**src/rtl/binary_down_counter_if.sv**
```systemverilog
// Handshake/data bundle for binary_down_counter.
// The master drives load/start/pause and the slave returns count/busy/done.
interface binary_down_counter_if #(
  parameter int WIDTH = 6
);
  logic             load;
  logic [WIDTH-1:0] load_value;
  logic             start;
  logic             pause;
  logic [WIDTH-1:0] count;
  logic             busy;
  logic             done;

  modport master (
    output load, load_value, start, pause,
    input  count, busy, done
  );

  modport slave (
    input  load, load_value, start, pause,
    output count, busy, done
  );
endinterface

```
**src/rtl/binary_down_counter.sv**
```systemverilog
// Loadable down-counter/timer with a start/pause handshake and a one-cycle done pulse.
// Optional periodic reload at terminal count: define DOWN_COUNTER_AUTORELOAD_EN.
module binary_down_counter #(
  parameter int WIDTH = 6
) (
  input  logic                  clock,
  input  logic                  reset,
  binary_down_counter_if.slave  bus
);

  typedef enum logic [1:0] {
    IDLE   = 2'd0,
    LOADED = 2'd1,
    RUN    = 2'd2,
    HOLD   = 2'd3
  } state_t;

  localparam logic [WIDTH-1:0] ZERO = {WIDTH{1'b0}};
  localparam logic [WIDTH-1:0] ONE  = {{(WIDTH-1){1'b0}}, 1'b1};

  state_t           state_q, state_d;
  logic [WIDTH-1:0] count_q, count_d;
  logic             busy_q, busy_d;
  logic             done_q, done_d;
`ifdef DOWN_COUNTER_AUTORELOAD_EN
  logic [WIDTH-1:0] reload_q, reload_d;
`endif

  // Next-state, next-count and registered-output computation
  always_comb begin
    state_d = state_q;
    count_d = count_q;
    busy_d  = busy_q;
    done_d  = 1'b0;
`ifdef DOWN_COUNTER_AUTORELOAD_EN
    reload_d = reload_q;
`endif
    if (bus.load) begin
      count_d = bus.load_value;
      state_d = LOADED;
      busy_d  = 1'b0;
`ifdef DOWN_COUNTER_AUTORELOAD_EN
      reload_d = bus.load_value;
`endif
    end else begin
      case (state_q)
        IDLE: begin
          busy_d = 1'b0;
        end
        LOADED: begin
          if (bus.start) begin
            if (count_q != ZERO) begin
              state_d = RUN;
              busy_d  = 1'b1;
            end else begin
              state_d = IDLE;
              busy_d  = 1'b0;
              done_d  = 1'b1;
            end
          end else begin
            busy_d = 1'b0;
          end
        end
        RUN, HOLD: begin
          // Releasing pause from HOLD decrements on that same edge, so a
          // pause lasting P cycles delays completion by exactly P cycles.
          if (bus.pause) begin
            state_d = HOLD;
            busy_d  = 1'b1;
          end else if (count_q == ONE) begin
            count_d = ZERO;
            done_d  = 1'b1;
`ifdef DOWN_COUNTER_AUTORELOAD_EN
            if (bus.start && (reload_q != ZERO)) begin
              state_d = RUN;
              busy_d  = 1'b1;
            end else begin
              state_d = IDLE;
              busy_d  = 1'b0;
            end
`else
            state_d = IDLE;
            busy_d  = 1'b0;
`endif
          end else if (count_q == ZERO) begin
            // Only reachable after an auto-reload terminal: restart the period.
`ifdef DOWN_COUNTER_AUTORELOAD_EN
            if (reload_q != ZERO) begin
              count_d = reload_q;
              state_d = RUN;
              busy_d  = 1'b1;
            end else begin
              state_d = IDLE;
              busy_d  = 1'b0;
            end
`else
            state_d = IDLE;
            busy_d  = 1'b0;
`endif
          end else begin
            count_d = count_q - ONE;
            state_d = RUN;
            busy_d  = 1'b1;
          end
        end
        default: begin
          state_d = IDLE;
          count_d = ZERO;
          busy_d  = 1'b0;
        end
      endcase
    end
  end

  // State and output registers with synchronous reset
  always_ff @(posedge clock) begin
    if (reset) begin
      state_q <= IDLE;
      count_q <= ZERO;
      busy_q  <= 1'b0;
      done_q  <= 1'b0;
`ifdef DOWN_COUNTER_AUTORELOAD_EN
      reload_q <= ZERO;
`endif
    end else begin
      state_q <= state_d;
      count_q <= count_d;
      busy_q  <= busy_d;
      done_q  <= done_d;
`ifdef DOWN_COUNTER_AUTORELOAD_EN
      reload_q <= reload_d;
`endif
    end
  end

  assign bus.count = count_q;
  assign bus.busy  = busy_q;
  assign bus.done  = done_q;

endmodule
```
**src/flat_wrapper.sv**
```systemverilog
// flat-port wrapper written by rule: the top's interface ports become plain ports
module binary_down_counter_flat 
#(
  parameter int WIDTH = 6
)
  (clock, reset, bus_load, bus_load_value, bus_start, bus_pause, bus_count, bus_busy, bus_done);
  binary_down_counter_if #(.WIDTH(WIDTH)) bus_i ();
  input  logic clock;
  input  logic reset;
  input wire logic [$bits(bus_i.load)-1:0] bus_load;
  input wire logic [$bits(bus_i.load_value)-1:0] bus_load_value;
  input wire logic [$bits(bus_i.start)-1:0] bus_start;
  input wire logic [$bits(bus_i.pause)-1:0] bus_pause;
  output wire logic [$bits(bus_i.count)-1:0] bus_count;
  output wire logic [$bits(bus_i.busy)-1:0] bus_busy;
  output wire logic [$bits(bus_i.done)-1:0] bus_done;
  assign bus_i.load = bus_load;
  assign bus_i.load_value = bus_load_value;
  assign bus_i.start = bus_start;
  assign bus_i.pause = bus_pause;
  assign bus_count = bus_i.count;
  assign bus_busy = bus_i.busy;
  assign bus_done = bus_i.done;
  binary_down_counter #(.WIDTH(WIDTH)) u_core (.clock(clock), .reset(reset), .bus(bus_i));
endmodule
```
**config.mk**
```make
export PLATFORM = sky130hd
export DESIGN_NAME = binary_down_counter_flat
export DESIGN_NICKNAME = d
export VERILOG_FILES = /design/src/rtl/binary_down_counter_if.sv /design/src/rtl/binary_down_counter.sv /design/src/flat_wrapper.sv
export SDC_FILE = /design/constraint.sdc
export NUM_CORES = 1
export LEC_CHECK = 0
export BUFFER_PORTS_ARGS = -buffer_cell sky130_fd_sc_hd__buf_4
export CAP_MARGIN = 20
export CORE_AREA = 2 2 39 41
export DETAILED_ROUTE_END_ITERATION = 10
export DIE_AREA = 0 0 41 43
export GPL_TIMING_DRIVEN = 0
export PLACE_DENSITY = 0.81
export SLEW_MARGIN = 20
export SYNTH_ARGS = -nofsm -noshare
export SYNTH_HDL_FRONTEND = slang
export SYNTH_SLANG_ARGS = --single-unit
```
**constraint.sdc**
```tcl
create_clock -name clock -period 2.15 [get_ports clock]
set_clock_uncertainty 0.15 [all_clocks]
set_input_delay 0.43 -clock clock [delete_from_list [all_inputs] [get_ports clock]]
set_output_delay 0.43 -clock clock [all_outputs]
set_load 0.01 [all_outputs]
```
==> qor.yml <==
outcome: "completed"
critPathRequiredTime_ps: 2170
ctsHoldBuffers: 0
ys_ff_latch: 10
worstMarginPinSlew_ps: 458
cts_buffers: 3
cellPowerDensity_nw_per_um2: 570
crit_top_cell: "nor2_1"
synth.largest_area_cell: "dfxtp_1"
maxCapViolations: 0
synth_warnings: 0
crit_slowest_cell: "dfxtp_1"
rr_endpoint: "u_core.bus.count[3]$_SDFFE_PP0P_"
hold_class: "input port to register"
finalInstanceArea_um2: 766
crit_path_max_fanout: 7
rsz0062_at_grt: "false"
cts_buffer_depth: 2
firstDrtPassIters: 4
rrSetupSlack_ps: 280
cts_root_buf: "clkbuf_4"
fin_setup_tns_ps: 0
via_count: 646
end_kind: "register"
io_pins: 19
area_growth_syn_to_layout_pct: 30.2
finalSetupViolCount: 0
cts_tree: "yes"
vias_per_cell: 6.04
fmax_ghz: 0.535
start_util_pct: 42.5
timing.rr.start: "u_core.bus.count[0]$_SDFFE_PP0P_"
slowest_delay_ps: 430
synth_edf_count: 0
ys_types: 30
cts_sinks: 10
cts-resized-gates: 0
syn_area_um2: 588
place_congestion: 0.831
drive_above_1_share_pct: 26.4
period_minus_slack_ps: 1870
crit_path_start_kind: "register"
dp.cells: 104
finalCritPeriodShare_pct: 87.0
p_total_mw: 0.437
hold_depth: 2
worstSetupPathType: "register to register"
finalNonFillerCells: 107
htreeDepth: 1
relSlewSlack_pct: 69.4
nNetsFinal: 106
drtIter0Drc: 21
fp.coreArea_um2: 1380
antenna_cells: 0
dieHeight_um: 43
cts_setup_buffers: 0
dieWidth_um: 41
clk_transition_reported_paths_ps: 60
layout_commonest_cell: "buf_4"
rows: 14
reg2reg_depth: 6
grt_antenna_before_repair: 0
hold_viol_final: 0
synthCells: 70
nFillCells: 120
post_dp_cell_area_um2: 743
yosysSeqAreaShare_pct: 34.0
grt-ovfl-total: 0
synthArstFlopShare_pct: 0
clk_latency_ps: 270
cp.arrival_ps: 1890
port_buffers: 18
routedWlPerCell_um: 14.1
avgSynthCellArea_um2: 8.40
final_cell_mix: "buf_4 (18), dfxtp_1 (10), a21oi_1 (7)"
grt_max_degree: 11
hold_start: "reset"
grt_use_total_pct: 20.8
routed_wl_um: 1510
worstHoldEndpoint: "u_core.bus.done$_SDFF_PP0_"
grt_pass1_vias: 579
drc_errors: 0
grt_pass1_wl_um: 2460
hpwl_um: 1030
dieArea_um2: 1760
finalMaxSlewViolations: 0
ant_nets: 0
synth_nets: 83
synth_ff_type: "dfxtp_1"
path_cells: "inv_1, ha_1, nor2_1, nor2_1, or3_1, a221oi_1"
synth_top_area_share_pct: 34.0
yosys-top-cells-area: "dfxtp_1 (34%), a21oi_1 (6.0%), ha_1 (4.3%), nor4_1 (4.3%), nand2_1 (3.8%)"
ir_drop_uv: 234
p_leak_nw: 0.301
[power by group]
group,internal [mW],switching (mW),leakage (nW)
clock,0.0648,0.0640,0.0138
sequential,0.194,0.0126,0.0822
combinational,0.0496,0.0514,0.205
total,0.309,0.128,0.301
[logic make-up (layout without fill, tap and decap cells)]
group           after synthesis  in the layout  synth area share [%]
compound gates               18             18                  21.3
xor+xnor                      1              1                  1.49
fa+ha+maj                     2              2                  4.25
buf+inv                       7             28                  5.74
flops                        10             10                  34.0
simple gates                 32             32                  33.2
[state kept, by name, summed over array words and instances, names as in the netlist]
signal and count:
u_core.bus.count 6, u_core.bus.done 1, u_core.state_q 2, u_core.bus.busy 1
[per-stage QoR]
step | setup WS [ps] | hold WS (ps) | utilization (%)
floorplan | 440 | 353 | -
global placement | 378 | 387 | 53.7
detailed placement | 327 | 406 | 53.7
CTS | 299 | 224 | 55.3
global route | 156 | 221 | 55.3
finish | 279 | 227 | 55.3
[cells in the mapped netlist (2+ instances only)]
library cell	number
or3_1	3
nor4_1	4
dfxtp_1	10
nand3_1	3
ha_1	2
a31oi_1	3
inv_1	4
clkbuf_1	2
a21oi_1	7
nand2_1	6
nor3b_1	2
nor3_1	3
nor2_1	2
nand4b_1	2
nand3b_1	2
[worst max path at each step]
| stage | startpoint | end | slack (ps) | depth (start not counted) |
|---|---|---|---|---|
| 2_1_floorplan | u_core.bus.count[0]$_SDFFE_PP0P_ | u_core.bus.count[3]$_SDFFE_PP0P_ | 440 | 6 |
| 3_3_place_gp | u_core.bus.count[0]$_SDFFE_PP0P_ | u_core.bus.count[3]$_SDFFE_PP0P_ | 380 | 6 |
| 3_5_place_dp | u_core.bus.count[0]$_SDFFE_PP0P_ | u_core.bus.count[3]$_SDFFE_PP0P_ | 330 | 6 |
| 4_1_cts | u_core.bus.count[0]$_SDFFE_PP0P_ | u_core.bus.count[3]$_SDFFE_PP0P_ | 300 | 6 |
| 5_1_grt | u_core.bus.count[0]$_SDFFE_PP0P_ | u_core.bus.count[3]$_SDFFE_PP0P_ | 160 | 6 |
| 6_report | u_core.bus.count[0]$_SDFFE_PP0P_ | u_core.bus.count[3]$_SDFFE_PP0P_ | 280 | 6 |
[critical path: cells and delay by family (launching register included)]
family	cells	cell delay [ps]
DFF	1	430
buffers and inverters	1	90
AOI/OAI and AO/OA	1	250
adders and majority gates	1	300
and+or+nand+nor	3	550
[final cells by class]
cell class | instances | area [um2] | share of cell area (%)
inverter | 4 | 15.0 | 1.96
clock buffer | 3 | 22.5 | 2.94
multi-input combinational | 53 | 354 | 46.2
timing repair buffer | 18 | 135 | 17.6
sequential | 10 | 200 | 26.1
buffer | 3 | 18.8 | 2.45
tap | 16 | 20.0 | 2.61
[layer usage]
| layer | GRT usage, % | wire [um] |
|---|---|---|
| met4 | 13.3 | 51 |
| met5 | 0 | 0 |
| met1 | 26.3 | 640 |
| met2 | 29.4 | 706 |
| met3 | 5.76 | 109 |
Note: power is estimated with default switching activity, not from simulation.
